$ cat src/rtl/axil_cfg_master_pkg.sv
// ============================================================================
// axil_cfg_master_pkg : FSM state encoding and AXI response codes
// Rev 1.0 - initial release
// ============================================================================
`default_nettype none

package axil_cfg_master_pkg;

  typedef enum logic [2:0] {
    ST_IDLE       = 3'd0,
    ST_WADDR_DATA = 3'd1,
    ST_WRESP      = 3'd2,
    ST_RADDR      = 3'd3,
    ST_RDATA      = 3'd4,
    ST_RESP       = 3'd5
  } state_e;

  localparam logic [1:0] AXI_RESP_OKAY   = 2'b00;
  localparam logic [1:0] AXI_RESP_EXOKAY = 2'b01;
  localparam logic [1:0] AXI_RESP_SLVERR = 2'b10;
  localparam logic [1:0] AXI_RESP_DECERR = 2'b11;

endpackage

`default_nettype wire

$ cat src/rtl/axil_cfg_master_if.sv
// ============================================================================
// axil_cfg_master_if : AXI4-Lite cfg bus (32-bit address/data, 4-bit strobes)
// Rev 1.0 - initial release
// ============================================================================
`default_nettype none

interface axil_cfg_master_if;

  logic        awvalid;
  logic        awready;
  logic [31:0] awaddr;
  logic        wvalid;
  logic        wready;
  logic [31:0] wdata;
  logic [3:0]  wstrb;
  logic        bvalid;
  logic        bready;
  logic [1:0]  bresp;
  logic        arvalid;
  logic        arready;
  logic [31:0] araddr;
  logic        rvalid;
  logic        rready;
  logic [31:0] rdata;
  logic [1:0]  rresp;

  modport master (
    output awvalid, awaddr, wvalid, wdata, wstrb, bready, arvalid, araddr, rready,
    input  awready, wready, bvalid, bresp, arready, rvalid, rdata, rresp
  );

  modport slave (
    input  awvalid, awaddr, wvalid, wdata, wstrb, bready, arvalid, araddr, rready,
    output awready, wready, bvalid, bresp, arready, rvalid, rdata, rresp
  );

endinterface

`default_nettype wire

$ cat src/rtl/axil_cfg_master.sv
// ============================================================================
// axil_cfg_master : single-outstanding AXI4-Lite initiator for cfg register bus
// Optional response timeout: define AXIL_CFG_MASTER_TIMEOUT_EN
// Rev 1.0 - initial release
// ============================================================================
`default_nettype none

module axil_cfg_master
  import axil_cfg_master_pkg::*;
#(
  parameter int unsigned TIMEOUT_CYCLES = 1024
) (
  input  logic        clk_i,
  input  logic        rst_ni,
  input  logic        req_valid_i,
  output logic        req_ready_o,
  input  logic        req_write_i,
  input  logic [31:0] req_addr_i,
  input  logic [31:0] req_wdata_i,
  input  logic [3:0]  req_wstrb_i,
  output logic        resp_valid_o,
  output logic [31:0] resp_rdata_o,
  output logic [1:0]  resp_code_o,
  axil_cfg_master_if.master cfg
);

  if (TIMEOUT_CYCLES < 2 || TIMEOUT_CYCLES > 65535) begin : g_bad_timeout
    $error("axil_cfg_master: TIMEOUT_CYCLES must be in 2..65535");
  end

  state_e      state_q, state_d;
  logic        awvalid_q, awvalid_d;
  logic        wvalid_q, wvalid_d;
  logic        arvalid_q, arvalid_d;
  logic        bready_q, bready_d;
  logic        rready_q, rready_d;
  logic [31:0] addr_q, addr_d;
  logic [31:0] wdata_q, wdata_d;
  logic [3:0]  wstrb_q, wstrb_d;
  logic        resp_valid_q, resp_valid_d;
  logic [1:0]  resp_code_q, resp_code_d;
  logic [31:0] rdata_q, rdata_d;

  logic accept;
  logic aw_hs, w_hs, ar_hs, b_hs, r_hs;
  logic aw_left, w_left;
  logic timeout_hit;
  logic idle_absorb;

  assign accept  = req_valid_i & (state_q == ST_IDLE);
  assign aw_hs   = awvalid_q & cfg.awready;
  assign w_hs    = wvalid_q & cfg.wready;
  assign ar_hs   = arvalid_q & cfg.arready;
  assign b_hs    = bready_q & cfg.bvalid;
  assign r_hs    = rready_q & cfg.rvalid;
  // A channel still owes a beat if its valid is up and not being accepted now
  assign aw_left = awvalid_q & ~cfg.awready;
  assign w_left  = wvalid_q & ~cfg.wready;

`ifdef AXIL_CFG_MASTER_TIMEOUT_EN
  localparam logic [15:0] TO_LAST = 16'(TIMEOUT_CYCLES - 1);

  logic [15:0] cnt_q, cnt_d;

  assign timeout_hit = (cnt_q == TO_LAST);
  assign idle_absorb = 1'b1;

  // Clears on entry to a response-wait state, counts while staying there
  always_comb begin
    cnt_d = 16'd0;
    if ((state_d == ST_WRESP || state_d == ST_RDATA) && (state_q == state_d)) begin
      cnt_d = cnt_q + 16'd1;
    end
  end

  always_ff @(posedge clk_i or negedge rst_ni) begin
    if (!rst_ni) begin
      cnt_q <= 16'd0;
    end else begin
      cnt_q <= cnt_d;
    end
  end
`else
  assign timeout_hit = 1'b0;
  assign idle_absorb = 1'b0;
`endif

  // State and registered outputs
  always_ff @(posedge clk_i or negedge rst_ni) begin
    if (!rst_ni) begin
      state_q      <= ST_IDLE;
      awvalid_q    <= 1'b0;
      wvalid_q     <= 1'b0;
      arvalid_q    <= 1'b0;
      bready_q     <= 1'b0;
      rready_q     <= 1'b0;
      addr_q       <= 32'd0;
      wdata_q      <= 32'd0;
      wstrb_q      <= 4'd0;
      resp_valid_q <= 1'b0;
      resp_code_q  <= 2'b00;
      rdata_q      <= 32'd0;
    end else begin
      state_q      <= state_d;
      awvalid_q    <= awvalid_d;
      wvalid_q     <= wvalid_d;
      arvalid_q    <= arvalid_d;
      bready_q     <= bready_d;
      rready_q     <= rready_d;
      addr_q       <= addr_d;
      wdata_q      <= wdata_d;
      wstrb_q      <= wstrb_d;
      resp_valid_q <= resp_valid_d;
      resp_code_q  <= resp_code_d;
      rdata_q      <= rdata_d;
    end
  end

  // Next state
  always_comb begin
    state_d = state_q;
    case (state_q)
      ST_IDLE: begin
        if (accept) begin
          state_d = req_write_i ? ST_WADDR_DATA : ST_RADDR;
        end
      end
      ST_WADDR_DATA: begin
        if (!aw_left && !w_left) begin
          state_d = ST_WRESP;
        end
      end
      ST_WRESP: begin
        if (b_hs || timeout_hit) begin
          state_d = ST_RESP;
        end
      end
      ST_RADDR: begin
        if (ar_hs) begin
          state_d = ST_RDATA;
        end
      end
      ST_RDATA: begin
        if (r_hs || timeout_hit) begin
          state_d = ST_RESP;
        end
      end
      ST_RESP: state_d = ST_IDLE;
      default: state_d = ST_IDLE;
    endcase
  end

  // Next values of the registered outputs
  always_comb begin
    awvalid_d    = awvalid_q;
    wvalid_d     = wvalid_q;
    arvalid_d    = arvalid_q;
    addr_d       = addr_q;
    wdata_d      = wdata_q;
    wstrb_d      = wstrb_q;
    resp_code_d  = resp_code_q;
    rdata_d      = rdata_q;
    resp_valid_d = 1'b0;
    bready_d     = (state_d == ST_WRESP) | (idle_absorb & (state_d == ST_IDLE));
    rready_d     = (state_d == ST_RDATA) | (idle_absorb & (state_d == ST_IDLE));

    case (state_q)
      ST_IDLE: begin
        if (accept) begin
          addr_d = req_addr_i;
          if (req_write_i) begin
            wdata_d   = req_wdata_i;
            wstrb_d   = req_wstrb_i;
            awvalid_d = 1'b1;
            wvalid_d  = 1'b1;
          end else begin
            arvalid_d = 1'b1;
          end
        end
      end
      ST_WADDR_DATA: begin
        if (aw_hs) awvalid_d = 1'b0;
        if (w_hs)  wvalid_d  = 1'b0;
      end
      ST_WRESP: begin
        if (state_d == ST_RESP) begin
          resp_valid_d = 1'b1;
          resp_code_d  = b_hs ? cfg.bresp : AXI_RESP_DECERR;
          rdata_d      = 32'd0;
        end
      end
      ST_RADDR: begin
        if (ar_hs) arvalid_d = 1'b0;
      end
      ST_RDATA: begin
        if (state_d == ST_RESP) begin
          resp_valid_d = 1'b1;
          resp_code_d  = r_hs ? cfg.rresp : AXI_RESP_DECERR;
          rdata_d      = r_hs ? cfg.rdata : 32'd0;
        end
      end
      default: ;
    endcase
  end

  assign req_ready_o  = (state_q == ST_IDLE);
  assign resp_valid_o = resp_valid_q;
  assign resp_code_o  = resp_code_q;
  assign resp_rdata_o = rdata_q;

  assign cfg.awvalid  = awvalid_q;
  assign cfg.awaddr   = addr_q;
  assign cfg.wvalid   = wvalid_q;
  assign cfg.wdata    = wdata_q;
  assign cfg.wstrb    = wstrb_q;
  assign cfg.bready   = bready_q;
  assign cfg.arvalid  = arvalid_q;
  assign cfg.araddr   = addr_q;
  assign cfg.rready   = rready_q;

endmodule

`default_nettype wire

$ cat src/flat_wrapper.sv
// flat-port wrapper written by rule: the top's interface ports become plain ports
module axil_cfg_master_flat import axil_cfg_master_pkg::*;
#(
  parameter int unsigned TIMEOUT_CYCLES = 1024
)
  (clk_i, rst_ni, req_valid_i, req_ready_o, req_write_i, req_addr_i, req_wdata_i, req_wstrb_i, resp_valid_o, resp_rdata_o, resp_code_o, cfg_awvalid, cfg_awaddr, cfg_wvalid, cfg_wdata, cfg_wstrb, cfg_bready, cfg_arvalid, cfg_araddr, cfg_rready, cfg_awready, cfg_wready, cfg_bvalid, cfg_bresp, cfg_arready, cfg_rvalid, cfg_rdata, cfg_rresp);
  axil_cfg_master_if cfg_i ();
  input  logic clk_i;
  input  logic rst_ni;
  input  logic req_valid_i;
  output logic req_ready_o;
  input  logic req_write_i;
  input  logic [31:0] req_addr_i;
  input  logic [31:0] req_wdata_i;
  input  logic [3:0] req_wstrb_i;
  output logic resp_valid_o;
  output logic [31:0] resp_rdata_o;
  output logic [1:0] resp_code_o;
  output wire logic [$bits(cfg_i.awvalid)-1:0] cfg_awvalid;
  output wire logic [$bits(cfg_i.awaddr)-1:0] cfg_awaddr;
  output wire logic [$bits(cfg_i.wvalid)-1:0] cfg_wvalid;
  output wire logic [$bits(cfg_i.wdata)-1:0] cfg_wdata;
  output wire logic [$bits(cfg_i.wstrb)-1:0] cfg_wstrb;
  output wire logic [$bits(cfg_i.bready)-1:0] cfg_bready;
  output wire logic [$bits(cfg_i.arvalid)-1:0] cfg_arvalid;
  output wire logic [$bits(cfg_i.araddr)-1:0] cfg_araddr;
  output wire logic [$bits(cfg_i.rready)-1:0] cfg_rready;
  input wire logic [$bits(cfg_i.awready)-1:0] cfg_awready;
  input wire logic [$bits(cfg_i.wready)-1:0] cfg_wready;
  input wire logic [$bits(cfg_i.bvalid)-1:0] cfg_bvalid;
  input wire logic [$bits(cfg_i.bresp)-1:0] cfg_bresp;
  input wire logic [$bits(cfg_i.arready)-1:0] cfg_arready;
  input wire logic [$bits(cfg_i.rvalid)-1:0] cfg_rvalid;
  input wire logic [$bits(cfg_i.rdata)-1:0] cfg_rdata;
  input wire logic [$bits(cfg_i.rresp)-1:0] cfg_rresp;
  assign cfg_awvalid = cfg_i.awvalid;
  assign cfg_awaddr = cfg_i.awaddr;
  assign cfg_wvalid = cfg_i.wvalid;
  assign cfg_wdata = cfg_i.wdata;
  assign cfg_wstrb = cfg_i.wstrb;
  assign cfg_bready = cfg_i.bready;
  assign cfg_arvalid = cfg_i.arvalid;
  assign cfg_araddr = cfg_i.araddr;
  assign cfg_rready = cfg_i.rready;
  assign cfg_i.awready = cfg_awready;
  assign cfg_i.wready = cfg_wready;
  assign cfg_i.bvalid = cfg_bvalid;
  assign cfg_i.bresp = cfg_bresp;
  assign cfg_i.arready = cfg_arready;
  assign cfg_i.rvalid = cfg_rvalid;
  assign cfg_i.rdata = cfg_rdata;
  assign cfg_i.rresp = cfg_rresp;
  axil_cfg_master #(.TIMEOUT_CYCLES(TIMEOUT_CYCLES)) u_core (.clk_i(clk_i), .rst_ni(rst_ni), .req_valid_i(req_valid_i), .req_ready_o(req_ready_o), .req_write_i(req_write_i), .req_addr_i(req_addr_i), .req_wdata_i(req_wdata_i), .req_wstrb_i(req_wstrb_i), .resp_valid_o(resp_valid_o), .resp_rdata_o(resp_rdata_o), .resp_code_o(resp_code_o), .cfg(cfg_i));
endmodule
$ cat config.mk
export PLATFORM = sky130hd
export DESIGN_NAME = axil_cfg_master_flat
export DESIGN_NICKNAME = d
export VERILOG_FILES = /design/src/rtl/axil_cfg_master_pkg.sv /design/src/rtl/axil_cfg_master_if.sv /design/src/rtl/axil_cfg_master.sv /design/src/flat_wrapper.sv
export SDC_FILE = /design/constraint.sdc
export NUM_CORES = 1
export LEC_CHECK = 0
export CAP_MARGIN = 20
export CORE_UTILIZATION = 40
export DETAILED_ROUTE_END_ITERATION = 6
export HOLD_SLACK_MARGIN = 0.12
export MAX_ROUTING_LAYER = met4
export PLACE_DENSITY = 0.88
export SETUP_SLACK_MARGIN = 0.1
export SLEW_MARGIN = 20
export SYNTH_ARGS = -nofsm -noshare
export SYNTH_HDL_FRONTEND = slang
export SYNTH_SLANG_ARGS = --single-unit
export TNS_END_PERCENT = 1
$ cat constraint.sdc
create_clock -name clk_i -period 3.45 [get_ports clk_i]
set_clock_uncertainty 0.2 [all_clocks]
set_input_delay 1.035 -clock clk_i [delete_from_list [all_inputs] [get_ports clk_i]]
set_output_delay 1.035 -clock clk_i [all_outputs]
set_load 0.02 [all_outputs]
## Word level (Yosys, flattened, before mapping)

Index checks and enable logic that the tools add are counted.

| storage, ports and cells | value |
|---|---|
| word-level logic and storage cells | 79 |
| input port bits | 113 |
| output and inout bits | 141 |
| bits in registers | 111 |

| operators by class | value |
|---|---|
| reductions and logical operators | 14 |
| equal/unequal tests | 15 |
| mux-type cells | 28 |
| bitwise gates (word level) | 10 |

Operators with widths:

| kind | number |
|---|---|
| 32-bit two-way mux | 3 |
| 32-bit one-hot mux with 2 select lines | 1 |
| 3-bit two-way mux | 5 |
| 3-bit one-hot mux with 5 select lines | 1 |
| 2-bit by 1-bit inequality test with 1-bit output (second input constant) | 7 |
| 4-bit AND reduction | 3 |
| 2-bit two-way mux | 5 |
| 3-bit by 2-bit == test with 1-bit output (second input constant) | 3 |
| 3-bit == test (second input constant) | 3 |
| 1-bit two-way mux | 9 |
| 1-bit bitwise AND | 8 |
| 1-bit one-hot mux with 2 select lines | 3 |
| 3-bit AND reduction | 2 |
| 2-bit nonzero test | 3 |
| 2-bit one-hot mux with 2 select lines | 1 |
| 3-bit by 1-bit == test with 1-bit output (second input constant) | 1 |
| 3-bit logical NOT | 1 |
| 1-bit logical NOT | 2 |
| 2-bit inequality test (second input constant) | 1 |
| 1-bit inverter | 2 |
| 2-bit AND reduction | 1 |
| 2-bit OR reduction | 1 |
| 1-bit logical AND | 1 |

## Longest topological paths before layout

Gate-level depths: netlist (run 1).

| depth | value |
|---|---|
| word-level depth | 9 |
| depth in mapped cells | 8 |
| gate-level depth less buffers | 4 |

## Least setup slack after synthesis (run 1)

OpenSTA, ideal clock, no wires.

| path | value |
|---|---|
| kind | input -> register |
| start | in req_valid_i |
| end | reg u_core.wdata_q[23] (netlist: u_core.cfg.wdata[23]) |
| arrival time | 1960 ps |
| stages on the path | 6 |
| data required time | 3125 ps |
| buffers on the path | 3 |
| path slack | 1164 ps |
| library setup time | 125 ps |
| cells stage by stage | and2_1 > buf_4 > nand2_2 > buf_6 > buf_6 > mux2_4 |

| on the way | value |
|---|---|
| longest elaborated chain between the ends | 2 |

Ends and longest elaborated chain:

| what | RTL line | source |
|---|---|---|
| start, declared | flat_wrapper.sv:10 | `input logic req_valid_i;` |
| 1-bit bitwise AND | axil_cfg_master.sv:50 | `assign accept = req_valid_i & (state_q == ST_IDLE);` |
| 3-bit AND reduction (no line) | - |  |
| end signal, assigned | axil_cfg_master.sv:111 | `wdata_q <= wdata_d;` |
| end, declared | axil_cfg_master.sv:38 | `logic [31:0] wdata_q, wdata_d;` |

Every way passes these cells.
A chain may end at the register's enable or synchronous reset.

## Worst setup path in the final report (run 1)

| path | value |
|---|---|
| start | reg u_core.state_q[0] |
| end | out req_ready_o |

| on the way | value |
|---|---|
| longest elaborated chain between the ends | 1 |

Ends and longest elaborated chain:

| what | RTL line | source |
|---|---|---|
| start, declared | axil_cfg_master.sv:31 | `state_e state_q, state_d;` |
| start signal, assigned | axil_cfg_master.sv:104 | `state_q <= state_d;` |
| 3-bit logical NOT | axil_cfg_master.sv:206 | `assign req_ready_o = (state_q == ST_IDLE);` |
| end, declared | flat_wrapper.sv:11 | `output logic req_ready_o;` |

Every way passes these cells.

==> key figures, run 1 <==
Run status
  – Status: finished clean

Pwr
  – Pleak: 0.00310 uW
  – PD cells: 944 nW/um^2
  – Max IR drop VDD: 0.634 mV

Die
  – Std-Cell Core Area: 10900 sq um
  – Row count: 38
  – Die W: 108 um
  – Die ar.: 11700 sq um
  – Ports: 254
  – Die Y: 108 um
  – Initial Utilization: 0.414

Yosys
  – Dominant synthesized flop cell: dfrtp_1
  – Netlist cell types: 33
  – Sequential area share after synthesis: 0.616
  – Count leader, synth: dfrtp_1
  – Synth area leaders: dfrtp_1 62%, mux2_2 12%, a22o_1 6.2%, mux2_4 6.0%, buf_4 5.5%
  – Post-synthesis cell count: 302
  – Post-Syn Area: 4510 sq um
  – Cell type with the largest total area after synthesis: dfrtp_1
  – Most frequent cells after synthesis: 111 x dfrtp_1, 50 x mux2_2, 33 x buf_4
  – EDFF count, synth: 0
  – Syn_area_per_cell: 14.9 sq um
  – Ys async rst share: 1.00
  – #FFs+latches synth: 111
  – Synth top area share: 0.616
  – Syn_nets: 415
  – Synth Warn #: 0

Clocking
  – Setup Fix Bufs, Post-CTS: 0
  – Max clock buf depth: 2
  – Clk_lat worst skew: 0.36 ns
  – Post-CTS sizing: 0
  – Clock sinks: 111
  – CTS Hold Bufs: 0
  – CTS buffer count: 9
  – Clock slew at reported path FFs: 0.10 ns
  – Root buffer cell: clkbuf_8
  – Htree depth: 3
  – CTS tree: yes

GRT
  – Global Route Usage Sum: 0.193
  – Vias in the first global route: 3341
  – Global-route wire length before repair: 16500 um
  – Total grt overflow: 0
  – Largest net degree at the start of global routing: 68
  – Antenna violations before repair: 0

Critical path
  – Reg-to-reg setup timing slack: 1.40 ns
  – Max FO, Critical Path: 9
  – Crit Path Class: register to output pin
  – R2r startpoint: u_core.state_q[2]$_DFF_PN0_
  – RR Endpoint: u_core.cfg.rready$_DFF_PN0_
  – Worst Setup Start Kind: register
  – R2R cell count: 4
  – CP required: 2.21 ns
  – CP Data Arrival Time: 1.75 ns
  – Critical Path End Type: output pin

Placed design
  – # port buffers: 253
  – Gpl congestion: 0.752
  – Pre-CTS setup slack: 0.571 ns
  – DPL Wire Length: 8380 um

Route
  – Wire per inst: 16.4 um
  – Initial DRC Count: 99
  – DR vias/cell: 4.86
  – DRT antenna net count: 0
  – DRC: 0
  – Vias: 3248
  – First-pass DRT Iterations: 4
  – Routed WL: 11000 um

Timing
  – Setup WS post-layout: 0.466 ns
  – Fin crit period: 2.98 ns
  – Setup TNS: 0 ns
  – Slew HR: 0.470
  – RSZ-0062 raised after global routing: false
  – Max Fclk: 0.335 GHz
  – Hold slack: 0.313 ns
  – Max Slew Vio Count: 0
  – Final setup violation count: 0
  – Final Hold Fails: 0
  – Tightest Pin Transition: 0.793 ns
  – Crit share post-route: 0.865

Cells and area
  – Layout Nets: 636
  – Fin util: 0.655
  – Layout cells sized above 1: 0.176
  – Syn-to-layout area delta: 58.3%
  – Filler cells: 817
  – Antenna cells: 0

Min path
  – Class of the worst hold path: register to register
  – Hold Crit Depth: 1
  – Hold endpoint: u_core.resp_code_o[1]$_DFFE_PN0P_
  – Startpoint of the worst hold path: u_core.resp_code_o[1]$_DFFE_PN0P_

Flow run
  – Number of max-cap violations: 0
[how the worst max path moves through the flow]
| stage | start | endpoint | slack [ns] | cells after the start |
|---|---|---|---|---|
| after floorplan | req_valid_i | u_core.cfg.wdata[23]$_DFFE_PN0P_ | 1.16 | 6 |
| after global placement | cfg_bvalid | u_core.cfg.rready$_DFF_PN0_ | 0.60 | 5 |
| after detailed placement | cfg_bvalid | u_core.resp_rdata_o[8]$_DFFE_PN0P_ | 0.57 | 5 |
| after CTS | u_core.state_q[0]$_DFF_PN0_ | req_ready_o | 0.44 | 2 |
| after global routing | u_core.state_q[0]$_DFF_PN0_ | req_ready_o | 0.35 | 2 |
| final | u_core.state_q[0]$_DFF_PN0_ | req_ready_o | 0.47 | 2 |
[cell families (layout without fill, tap and decap cells)]
group	after synthesis	after routing	synth area share
buffers and inverters	53	279	0.0813
AOI/OAI and AO/OA	45	45	0.0819
and+or+nand+nor	25	25	0.0355
DFF	111	111	0.616
muxes	68	68	0.185
[registers in the layout, indices dropped and copies added, names as in the netlist]
signal / count
u_core.resp_valid_o: 1
u_core.cfg.arvalid: 1
u_core.cfg.wdata: 32
u_core.resp_code_o: 2
u_core.cfg.araddr: 32
u_core.cfg.wstrb: 4
u_core.cfg.awvalid: 1
u_core.resp_rdata_o: 32
u_core.cfg.rready: 1
u_core.cfg.wvalid: 1
u_core.cfg.bready: 1
u_core.state_q: 3
[area by class of cell]
class	instances	area [sq um]	share of cell area
clock inverter	4	53.8	0.00754
clock buffer	12	155	0.0217
inverter	5	18.8	0.00263
timing repair buffer	258	2590	0.363
tap	140	175	0.0245
sequential	111	2780	0.389
multi-input combinational	138	1360	0.191
[cells in the final DEF, fill, tap and decap left out, drive strengths merged, types with 2 or more instances in the layout]
cell type,synthesis,final
a21oi,3,3
a22o,32,32
and3,2,2
buf,48,6
clkbuf,0,12
clkdlybuf4s50,0,252
clkinvlp,0,2
dfrtp,111,111
inv,5,5
mux2,68,68
nand2,7,7
nor2,3,3
nor2b,2,2
nor3,3,3
o21ai,2,2
o2bb2ai,2,2
[through the flow]
step	instances	instance area (sq um)	total power, uW
global placement	652	6930	5900
floorplan	302	4510	4370
finish	668	7140	6730
global route	668	7140	7110
detailed placement	652	6930	6000
CTS	668	7140	6810
[power by group]
part | switching, uW | leakage, uW | internal (uW) | total [uW]
logic | 1670 | 0.00162 | 1990 | 3660
registers | 403 | 0.00138 | 1880 | 2280
clock network | 414 | 0.0000988 | 377 | 791
[metal layers]
layer | routed length, um | GRT usage
met1 | 4250 | 0.221
met2 | 5750 | 0.334
met3 | 802 | 0.0422
met4 | 164 | 0.0636
met5 | 0 | -
[critical path, cell delays in order, from the launching register on]
cell	delay, ns
dfrtp_1	0.50
nor3_4	0.22
clkdlybuf4s50_1	0.66
(Power assumes the default switching activity.)
==> run 2: changes to the inputs <==
--- a/config.mk
+++ b/config.mk
@@ -5,6 +5,7 @@
 export SDC_FILE = /design/constraint.sdc
 export NUM_CORES = 1
 export LEC_CHECK = 0
+export ABC_AREA = 1
 export CAP_MARGIN = 20
 export CORE_UTILIZATION = 40
 export DETAILED_ROUTE_END_ITERATION = 6
==> key figures, run 2 <==
GRT
  – Vias in the first global route: 4085
  – Global-route wire length before repair: 19200 um
  – Antenna violations before repair: 0
  – Global Route Usage Sum: 0.219
  – Total grt overflow: 0
  – Largest net degree at the start of global routing: 58

Pwr
  – Max IR drop VDD: 0.606 mV
  – Switching pwr: 2650 uW
  – Switching share of total power: 0.402
  – Pint: 3940 uW
  – Clock power frac: 0.153
  – PD cells: 904 nW/um^2
  – Comb power frac: 0.511
  – Part of the power in registers: 0.336
  – Pleak: 0.00366 uW

Cells and area
  – Finished Layout Cells: 902
  – Layout Nets: 870
  – Antenna cells: 0
  – Layout cells sized above 1: 0.0354
  – Filler cells: 879
  – Syn-to-layout area delta: 59.0%
  – Commonest non-fill, non-tap cell in the layout: nand2_1
  – Most frequent cells in the layout: 334 x nand2_1, 252 x clkdlybuf4s50_1, 111 x dfrtp_1

Route
  – Vias: 4165
  – DR vias/cell: 4.62
  – First-pass DRT Iterations: 6
  – Routed WL: 12700 um
  – Initial DRC Count: 193
  – DRC: 0
  – Wire per inst: 14.1 um
  – DRT antenna net count: 0

Timing
  – Setup TNS: 0 ns
  – Fin crit period: 2.99 ns
  – Crit share post-route: 0.866
  – Slew HR: 0.583
  – Tightest Pin Transition: 0.625 ns
  – Final Hold Fails: 0
  – RSZ-0062 raised after global routing: false
  – Max Slew Vio Count: 0
  – Setup WS post-layout: 0.463 ns
  – Hold slack: 0.272 ns
  – Final setup violation count: 0
  – Max Fclk: 0.335 GHz

Clocking
  – Clk_lat worst skew: 0.34 ns
  – Max clock buf depth: 2
  – Htree depth: 3
  – Post-CTS sizing: 0
  – Clock sinks: 111
  – CTS buffer count: 9
  – Root buffer cell: clkbuf_16
  – Setup Fix Bufs, Post-CTS: 0
  – CTS tree: yes
  – CTS Hold Bufs: 0
  – Clock slew at reported path FFs: 0.07 ns

Die
  – Std-Cell Core Area: 11000 sq um
  – Row count: 38
  – Initial Utilization: 0.416
  – Die Y: 109 um
  – Die W: 109 um
  – Ports: 254
  – Die ar.: 11900 sq um

Yosys
  – Post-Syn Area: 4590 sq um
  – Syn_area_per_cell: 8.51 sq um
  – Synth area leaders: dfrtp_1 61%, nand2_1 27%, buf_4 5.2%, inv_1 1.3%, buf_2 1.1%
  – #FFs+latches synth: 111
  – Netlist cell types: 17
  – Post-synthesis cell count: 539
  – Synth top area share: 0.605
  – Ys async rst share: 1.00
  – Most frequent cells after synthesis: 334 x nand2_1, 111 x dfrtp_1, 32 x buf_4
  – EDFF count, synth: 0
  – Sequential area share after synthesis: 0.605
  – Cell type with the largest total area after synthesis: dfrtp_1
  – Synth Warn #: 0
  – Count leader, synth: nand2_1
  – Dominant synthesized flop cell: dfrtp_1
  – Syn_nets: 652

Run status
  – Status: finished clean

Placed design
  – DPL Wire Length: 9550 um
  – Gpl congestion: 0.760
  – Dpl cells: 886
  – # port buffers: 253
  – Pre-CTS setup slack: 0.284 ns

Critical path
  – Max FO, Critical Path: 7
  – CP peak stage delay: 0.66 ns
  – CP required: 2.21 ns
  – Slowest CP cell: clkdlybuf4s50_1
  – Critical Path End Type: output pin
  – Crit-path cells: inv_1 > nand2_1 > nor2_1 > clkdlybuf4s50_1
  – Worst Setup Start Kind: register
  – Reg-to-reg setup timing slack: 1.31 ns
  – Crit Path Class: register to output pin
  – CP Data Arrival Time: 1.75 ns

Flow run
  – Number of max-cap violations: 0

Min path
  – Class of the worst hold path: register to register
## run 2: cell types whose count changed after synthesis, sizes merged, moves of 3 or more
| cell | previous run | this run |
|---|---|---|
| a22o | 32 | 0 |
| buf | 48 | 45 |
| clkbuf | 0 | 6 |
| inv | 5 | 18 |
| mux2 | 68 | 0 |
| nand2 | 7 | 334 |
| nand3 | 1 | 5 |
| nand4 | 0 | 3 |
| nor2 | 3 | 12 |
| nor3 | 3 | 0 |
## run 2: cells by family after synthesis
family / Yosys count / synth area share
compound gates: 5 / 0.00545
buf+inv: 69 / 0.0886
flops: 111 / 0.605
simple gates: 354 / 0.301
## run 2: cell type report
cell class | instances | area, sq um | share of cell area
Sequential cell | 111 | 2780 | 0.381
Tap cell | 140 | 175 | 0.0240
Inverter | 18 | 67.6 | 0.00926
Multi-Input combinational cell | 359 | 1400 | 0.192
Clock buffer | 9 | 225 | 0.0309
Clock inverter | 7 | 63.8 | 0.00875
Timing Repair Buffer | 258 | 2580 | 0.354
## run 2: through the flow
stage          area, sq um   util  total power, uW
4_1_cts               7290  0.661             6660
2_1_floorplan         4590      -             4040
6_report              7290  0.661             6600
3_3_place_gp          7000  0.635             5510
5_1_grt               7290  0.661             6980
3_5_place_dp          7000  0.635             5620
## run 2: power groups by stage
stage	Sequential (uW)	Combinational (uW)	Clock [uW]
floorplan	2810	1240	0
finish	2220	3370	1010
detailed placement	2230	3400	0
global placement	2210	3300	0
CTS	2220	3410	1030
global route	2280	3620	1090
## run 2: worst paths after layout
| check | startpoint | cells past startpoint | endpoint |
|---|---|---|---|
| max reg2reg | u_core.state_q[0]$_DFF_PN0_ | 6 | u_core.cfg.wdata[1]$_DFFE_PN0P_ |
| min reg2reg | u_core.resp_rdata_o[31]$_DFFE_PN0P_ | 2 | u_core.resp_rdata_o[31]$_DFFE_PN0P_ |
| max in group asynchronous | rst_ni | 2 | u_core.resp_code_o[1]$_DFFE_PN0P_ |
| max | u_core.state_q[1]$_DFF_PN0_ | 4 | req_ready_o |
| min | u_core.resp_rdata_o[31]$_DFFE_PN0P_ | 2 | u_core.resp_rdata_o[31]$_DFFE_PN0P_ |
| min in group asynchronous | rst_ni | 1 | u_core.cfg.wdata[23]$_DFFE_PN0P_ |
## run 2: worst max-delay path, delay by kind of cell (launching register included)
kind / cells / cell delay, ns
buffers and inverters: 2 / 0.75
flip-flops: 1 / 0.47
AND/OR/NAND/NOR: 2 / 0.19
## run 2: metal layers
metal / part of all wire / track usage / up-vias
li1: - / - / 2011
met1: 0.38 / 0.245 / 1938
met2: 0.52 / 0.372 / 188
met3: 0.072 / 0.0436 / 28
met4: 0.028 / 0.107 / 0
met5: 0 / - / -
==> run 3: changes to the inputs <==
--- a/config.mk
+++ b/config.mk
@@ -12,7 +12,7 @@
 export HOLD_SLACK_MARGIN = 0.12
 export MAX_ROUTING_LAYER = met4
 export PLACE_DENSITY = 0.88
-export SETUP_SLACK_MARGIN = 0.1
+export SETUP_SLACK_MARGIN = 0.02
 export SLEW_MARGIN = 20
 export SYNTH_ARGS = -nofsm -noshare
 export SYNTH_HDL_FRONTEND = slang
==> results of run 3 <==
The final DEF is identical to that of run 2; final timing and power are the same.
